$ cat src/rtl/regfile_sb_if.sv
// Register-file port bundle: read ports, write-back, issue tracking and status.
// Driver (core side) uses master; regfile_sb uses slave.
interface regfile_sb_if #(
  parameter int DATA_W = 16,
  parameter int ADDR_W = 4
);
  localparam int NREG = 2 ** ADDR_W;

  logic [ADDR_W-1:0] Rs;
  logic [ADDR_W-1:0] Rt;
  logic              RegWre;
  logic [ADDR_W-1:0] WriteReg;
  logic [DATA_W-1:0] WriteData;
  logic              IssueValid;
  logic [ADDR_W-1:0] IssueReg;
  logic [DATA_W-1:0] PcAddr0;
  logic [DATA_W-1:0] ReadData1;
  logic [DATA_W-1:0] ReadData2;
  logic              Stall;
  logic [NREG-1:0]   BusyVec;
  logic [DATA_W-1:0] RegPeek1;

  modport master (
    output Rs, Rt, RegWre, WriteReg, WriteData, IssueValid, IssueReg, PcAddr0,
    input  ReadData1, ReadData2, Stall, BusyVec, RegPeek1
  );

  modport slave (
    input  Rs, Rt, RegWre, WriteReg, WriteData, IssueValid, IssueReg, PcAddr0,
    output ReadData1, ReadData2, Stall, BusyVec, RegPeek1
  );
endinterface

$ cat src/rtl/regfile_sb.sv
// Two-read/one-write register file with write-back bypass and a busy-bit scoreboard.
// Reads are combinational; state updates on the falling edge of Clk.
module regfile_sb #(
  parameter int DATA_W   = 16,
  parameter int ADDR_W   = 4,
  parameter int ZERO_IDX = 0,
  parameter int PC_IDX   = 15,
  parameter int T_IDX    = 14,
  parameter int T_MODE   = 0,
  parameter int PEEK_IDX = 7
) (
  input  logic         Clk,
  input  logic         Rst,
  regfile_sb_if.slave  bus
);
  localparam int NREG = 2 ** ADDR_W;
  localparam logic [ADDR_W-1:0] L_ZERO = ADDR_W'(ZERO_IDX);
  localparam logic [ADDR_W-1:0] L_PC   = ADDR_W'(PC_IDX);
  localparam logic [ADDR_W-1:0] L_T    = ADDR_W'(T_IDX);
  localparam logic [ADDR_W-1:0] L_PEEK = ADDR_W'(PEEK_IDX);

  logic [DATA_W-1:0] r_regs [NREG];
  logic [NREG-1:0]   r_busy;

  logic              w_wr_ok;
  logic              w_iss_ok;
  logic              w_t_bit;
  logic [DATA_W-1:0] w_wr_val;
  logic              w_byp1;
  logic              w_byp2;
  logic [DATA_W-1:0] w_rd1;
  logic [DATA_W-1:0] w_rd2;
  logic [NREG-1:0]   w_busy_nxt;

  assign w_wr_ok  = bus.RegWre && (bus.WriteReg != L_ZERO) && (bus.WriteReg != L_PC);
  assign w_iss_ok = bus.IssueValid && (bus.IssueReg != L_ZERO) && (bus.IssueReg != L_PC);

  assign w_t_bit  = (T_MODE == 0) ? (bus.WriteData == '0) : bus.WriteData[0];
  assign w_wr_val = (bus.WriteReg == L_T) ? {{(DATA_W-1){1'b0}}, w_t_bit} : bus.WriteData;

  assign w_byp1 = w_wr_ok && (bus.WriteReg == bus.Rs);
  assign w_byp2 = w_wr_ok && (bus.WriteReg == bus.Rt);

  always_comb begin
    w_rd1 = r_regs[bus.Rs];
    if (bus.Rs == L_ZERO)    w_rd1 = '0;
    else if (bus.Rs == L_PC) w_rd1 = bus.PcAddr0;
    else if (w_byp1)         w_rd1 = w_wr_val;
  end

  always_comb begin
    w_rd2 = r_regs[bus.Rt];
    if (bus.Rt == L_ZERO)    w_rd2 = '0;
    else if (bus.Rt == L_PC) w_rd2 = bus.PcAddr0;
    else if (w_byp2)         w_rd2 = w_wr_val;
  end

  // Issue is applied after the clear so a same-index new producer keeps the bit set.
  always_comb begin
    w_busy_nxt = r_busy;
    if (w_wr_ok)  w_busy_nxt[bus.WriteReg] = 1'b0;
    if (w_iss_ok) w_busy_nxt[bus.IssueReg] = 1'b1;
  end

  always_ff @(negedge Clk or negedge Rst) begin
    if (!Rst) begin
      for (int i = 0; i < NREG; i++) r_regs[i] <= '0;
      r_busy <= '0;
    end else begin
      if (w_wr_ok) r_regs[bus.WriteReg] <= w_wr_val;
      r_busy <= w_busy_nxt;
    end
  end

  assign bus.ReadData1 = w_rd1;
  assign bus.ReadData2 = w_rd2;
  assign bus.Stall     = (r_busy[bus.Rs] & ~w_byp1) | (r_busy[bus.Rt] & ~w_byp2);
  assign bus.BusyVec   = r_busy;
  assign bus.RegPeek1  = r_regs[L_PEEK];
endmodule

$ cat src/flat_wrapper.sv
// flat-port wrapper written by rule: the top's interface ports become plain ports
module regfile_sb_flat 
#(
  parameter int DATA_W   = 16,
  parameter int ADDR_W   = 4,
  parameter int ZERO_IDX = 0,
  parameter int PC_IDX   = 15,
  parameter int T_IDX    = 14,
  parameter int T_MODE   = 0,
  parameter int PEEK_IDX = 7
)
  (Clk, Rst, bus_Rs, bus_Rt, bus_RegWre, bus_WriteReg, bus_WriteData, bus_IssueValid, bus_IssueReg, bus_PcAddr0, bus_ReadData1, bus_ReadData2, bus_Stall, bus_BusyVec, bus_RegPeek1);
  regfile_sb_if #(.DATA_W(DATA_W), .ADDR_W(ADDR_W)) bus_i ();
  input  logic Clk;
  input  logic Rst;
  input wire logic [$bits(bus_i.Rs)-1:0] bus_Rs;
  input wire logic [$bits(bus_i.Rt)-1:0] bus_Rt;
  input wire logic [$bits(bus_i.RegWre)-1:0] bus_RegWre;
  input wire logic [$bits(bus_i.WriteReg)-1:0] bus_WriteReg;
  input wire logic [$bits(bus_i.WriteData)-1:0] bus_WriteData;
  input wire logic [$bits(bus_i.IssueValid)-1:0] bus_IssueValid;
  input wire logic [$bits(bus_i.IssueReg)-1:0] bus_IssueReg;
  input wire logic [$bits(bus_i.PcAddr0)-1:0] bus_PcAddr0;
  output wire logic [$bits(bus_i.ReadData1)-1:0] bus_ReadData1;
  output wire logic [$bits(bus_i.ReadData2)-1:0] bus_ReadData2;
  output wire logic [$bits(bus_i.Stall)-1:0] bus_Stall;
  output wire logic [$bits(bus_i.BusyVec)-1:0] bus_BusyVec;
  output wire logic [$bits(bus_i.RegPeek1)-1:0] bus_RegPeek1;
  assign bus_i.Rs = bus_Rs;
  assign bus_i.Rt = bus_Rt;
  assign bus_i.RegWre = bus_RegWre;
  assign bus_i.WriteReg = bus_WriteReg;
  assign bus_i.WriteData = bus_WriteData;
  assign bus_i.IssueValid = bus_IssueValid;
  assign bus_i.IssueReg = bus_IssueReg;
  assign bus_i.PcAddr0 = bus_PcAddr0;
  assign bus_ReadData1 = bus_i.ReadData1;
  assign bus_ReadData2 = bus_i.ReadData2;
  assign bus_Stall = bus_i.Stall;
  assign bus_BusyVec = bus_i.BusyVec;
  assign bus_RegPeek1 = bus_i.RegPeek1;
  regfile_sb #(.DATA_W(DATA_W), .ADDR_W(ADDR_W), .ZERO_IDX(ZERO_IDX), .PC_IDX(PC_IDX), .T_IDX(T_IDX), .T_MODE(T_MODE), .PEEK_IDX(PEEK_IDX)) u_core (.Clk(Clk), .Rst(Rst), .bus(bus_i));
endmodule
$ cat config.mk
export PLATFORM = sky130hd
export DESIGN_NAME = regfile_sb_flat
export DESIGN_NICKNAME = d
export VERILOG_FILES = /design/src/rtl/regfile_sb_if.sv /design/src/rtl/regfile_sb.sv /design/src/flat_wrapper.sv
export SDC_FILE = /design/constraint.sdc
export NUM_CORES = 1
export LEC_CHECK = 0
export CORE_ASPECT_RATIO = 0.8
export CORE_MARGIN = 3
export CORE_UTILIZATION = 40
export CTS_CLUSTER_DIAMETER = 150
export DETAILED_ROUTE_END_ITERATION = 10
export GPL_TIMING_DRIVEN = 0
export PLACE_DENSITY = 0.64
export SYNTH_ARGS = -nofsm -noshare
export SYNTH_HDL_FRONTEND = slang
export SYNTH_SLANG_ARGS = --single-unit
$ cat constraint.sdc
create_clock -name Clk -period 5 [get_ports Clk]
set_clock_uncertainty 0.2 [all_clocks]
set_input_delay 0.75 -clock Clk [delete_from_list [all_inputs] [get_ports Clk]]
set_output_delay 0.75 -clock Clk [all_outputs]
set_load 0.05 [all_outputs]
==> load_flow_metrics.sql <==
INSERT INTO impl_metrics (metric_group, metric, value, unit) VALUES
('layout', 'flow.area_growth_from_synthesis', '24.0', '%'),
('sta', 'final_hold_viol_count', '0', ''),
('layout', 'fraction_of_layout_instances_using_a_drive_strength_above_1', '28.0', '%'),
('cts', 'h_tree_level_count', '1', ''),
('grt', 'first_global_vias', '13200', ''),
('power_and_ir_drop', 'share_seq_of_total_power', '39.7', '%'),
('sta', 'setup_slack_of_the_critical_path_after_layout', '-0.839', 'ns'),
('grt', 'initial_antenna_violation_count', '1', ''),
('synth', 'ys_types', '53', ''),
('synth', 'synth.cell_area', '0.0148', 'mm2'),
('power_and_ir_drop', 'share_comb_of_total_power', '29.4', '%'),
('synth', 'synth-edff-count', '0', ''),
('layout', 'final_util', '50.7', '%'),
('power_and_ir_drop', 'power_report.internal_total', '0.00481', 'W'),
('placed_design', 'detailed_place_hpwl', '44.3', 'mm'),
('floorplan', 'initial_utilization', '40.9', '%'),
('flow_run', 'cap_viol_max_count', '0', ''),
('critical_path', 'critical-path-slowest-cell', 'sky130_fd_sc_hd__mux4_2', ''),
('floorplan', 'die_height', '178', 'um'),
('power_and_ir_drop', 'clock_power_share', '30.9', '%'),
('cts', 'cts_num_sinks', '272', ''),
('detailed_routing', 'routedWlPerCell', '28.8', 'um'),
('synth', 'synth.avg_cell_area', '10.3', 'um2'),
('run_status', 'violated_checks', 'setup timing', ''),
('sta', 'worst-slew-pin-transition', '1.42', 'ns'),
('grt', 'grt_max_degree', '123', ''),
('critical_path', 'r2r.worst_path.cells', '4', ''),
('detailed_routing', 'drt-vias-per-instance', '6.33', ''),
('sta', 'finalHoldWorstSlack', '0.213', 'ns'),
('cts', 'cts_made_buffers', '29', ''),
('critical_path', 'path_depth', '5', ''),
('critical_path', 'worst-endpoint-required', '4.05', 'ns'),
('placed_design', 'place.gp.congestion', '1.01', ''),
('detailed_routing', 'drtIter0Drc', '2015', ''),
('layout', 'total_area_of_multi_input_combinational_cells', '0.00772', 'mm2'),
('critical_path', 'setup.worst_path.class', 'reg -> out', ''),
('detailed_routing', 'first_pass_iters', '6', ''),
('critical_path', 'end_kind', 'output pin', ''),
('layout', 'layout_common_cells', 'sky130_fd_sc_hd__dfrtn_1, sky130_fd_sc_hd__nand2_1, sky130_fd_sc_hd__o21ai_0', ''),
('critical_path', 'crit_path_cell_trace', 'mux4_2, o211ai_1, or3_4, a21oi_4, buf_6', ''),
('synth', 'synth_seq_cells', '272', ''),
('sta', 'finalSetupViolations', '33', ''),
('layout', 'layout.filler_cells', '3266', ''),
('floorplan', 'coreArea', '0.0362', 'mm2'),
('cts', 'clock_tree.buffer_depth', '3', ''),
('grt', 'grt_pass1_wl', '88.9', 'mm'),
('power_and_ir_drop', 'power.leakage', '8.08', 'nW'),
('detailed_routing', 'post_detailed_route_drc_marker_count', '0', ''),
('grt', 'global_route.usage.total', '30.6', '%'),
('critical_path', 'critical-path-top-delay-family', 'compound AO/OA/AOI/OAI gates', ''),
('power_and_ir_drop', 'ir_worst_vdd', '250', 'uV'),
('critical_path', 'cpPeakStageDelay', '0.52', 'ns'),
('cts', 'cts_hold_buffers', '0', ''),
('run_status', 'run_status', 'complete, but fails checks', ''),
('sta', 'grt_setup_unrepaired', 'true', ''),
('layout', 'layout.area.seq', '0.00681', 'mm2'),
('detailed_routing', 'routed-via-count', '13400', ''),
('sta', 'final_max_slew_viol_count', '0', ''),
('power_and_ir_drop', 'netSwitchingPower', '0.00259', 'W'),
('grt', 'grt_remaining_overflow', '0', ''),
('cts', 'clock_tree.root_cell', 'sky130_fd_sc_hd__clkbuf_16', ''),
('hold_path', 'worstHoldPathType', 'reg -> reg', ''),
('hold_path', 'min_path_cells', '1', ''),
('critical_path', 'crit_arrival', '4.89', 'ns'),
('floorplan', 'number_of_core_rows', '62', ''),
('critical_path', 'worst_setup_path_start_kind', 'register', ''),
('layout', 'nNetsFinal', '1662', ''),
('layout', 'layout.cells.most_common', 'sky130_fd_sc_hd__dfrtn_1', ''),
('detailed_routing', 'wirelength', '60.8', 'mm'),
('cts', 'cts_tree', 'built', ''),
('synth', 'synthesis.nets', '1489', '');
synth_stat cells (all sizes together), types with 3 or more instances:
library cell / count / area (um2)
and3: 3 / 18.8
o211ai: 14 / 105
and3b: 4 / 35.0
mux2: 12 / 135
nand2b: 5 / 31.3
a211o: 5 / 43.8
nor4: 5 / 31.3
nand2: 268 / 1010
nand4: 11 / 68.8
mux2i: 74 / 741
clkbuf: 118 / 443
a22oi: 50 / 375
o221ai: 9 / 78.8
inv: 6 / 22.5
mux4: 93 / 2090
o31ai: 3 / 22.5
o221a: 5 / 56.3
nor3b: 7 / 62.6
a32oi: 7 / 61.3
or3: 10 / 62.6
a21oi: 20 / 100
o22ai: 3 / 18.8
nor2b: 22 / 138
buf: 63 / 413
o21ai: 247 / 1240
a211oi: 3 / 22.5
a32o: 3 / 30.0
dfrtn: 272 / 6810
nor3: 11 / 60.1
nor2: 28 / 108
nand3: 10 / 55.1
a31oi: 19 / 119
xnor2: 8 / 70.1
path summary, 6_finish.rpt:
path	startpoint	endpoint	slack, ns
max in group asynchronous	Rst	u_core.r_regs[165]$_DFFE_NN0P_	0.78
min reg2reg	u_core.r_regs[14]$_DFFE_NN0P_	u_core.r_regs[14]$_DFFE_NN0P_	0.21
min in group asynchronous	Rst	u_core.r_regs[15]$_DFFE_NN0P_	2.33
max	u_core.bus.RegPeek1[3]$_DFFE_NN0P_	bus_ReadData2[3]	-0.84
min	u_core.r_regs[14]$_DFFE_NN0P_	u_core.r_regs[14]$_DFFE_NN0P_	0.21
max reg2reg	u_core.bus.RegPeek1[1]$_DFFE_NN0P_	u_core.bus.RegPeek1[1]$_DFFE_NN0P_	3.89
cell type report:
| class | instances | area share (%) |
|---|---|---|
| antenna | 1 | 0.0136 |
| buffer | 180 | 5.10 |
| clock buffer | 37 | 4.33 |
| clock inverter | 13 | 1.00 |
| inverter | 6 | 0.123 |
| multi-input combinational | 978 | 42.0 |
| sequential | 272 | 37.0 |
| tap | 480 | 3.27 |
| timing repair buffer | 143 | 7.14 |
what timing repair did:
item                       4_1_cts  5_1_grt
pin swaps                       50       28
setup buffers                   26        9
setup endpoints to repair      267      247
resized for setup              430      112
registers in the layout, indices dropped and copies added, names as in the netlist:
name	count
u_core.r_regs	240
u_core.bus.BusyVec	16
u_core.bus.RegPeek1	16
power groups by stage:
stage | clock [W] | sequential [W] | combinational [W]
global placement | 0 | 0.00293 | 0.00193
floorplan | 0 | 0.00293 | 0.00121
detailed placement | 0 | 0.00296 | 0.00196
global route | 0.00239 | 0.00297 | 0.00230
CTS | 0.00229 | 0.00292 | 0.00210
finish | 0.00228 | 0.00294 | 0.00218
through the flow:
stage / power, W / instances / setup slack [ns] / instance area (um2)
final: 0.00740 / 2110 / -0.839 / 18400
after floorplan: 0.00414 / 1437 / -0.425 / 15000
after CTS: 0.00730 / 2100 / -0.729 / 18200
after detailed placement: 0.00491 / 2025 / -1.40 / 16700
after global placement: 0.00486 / 2023 / -11.21 / 16600
after global routing: 0.00767 / 2109 / -0.845 / 18400
logic make-up (layout without fill, tap and decap cells):
| family | after synthesis | count (layout) | share of synthesized area, % |
|---|---|---|---|
| xor+xnor | 8 | 8 | 0.473 |
| buf+inv | 187 | 379 | 5.92 |
| compound gates | 397 | 397 | 15.8 |
| mux | 179 | 179 | 20.0 |
| simple gates | 394 | 394 | 11.8 |
| flops | 272 | 272 | 45.9 |
| other cells | 0 | 1 | 0 |
metal layers:
layer	share of wire (%)	GRT usage, %	vias to the layer above
li1	-	-	5547
met1	40	41.9	6684
met2	42	44.5	965
met3	14	12.1	152
met4	3.6	10.2	4
met5	0.11	1.12	-
Power figures use the tool's default switching activity.
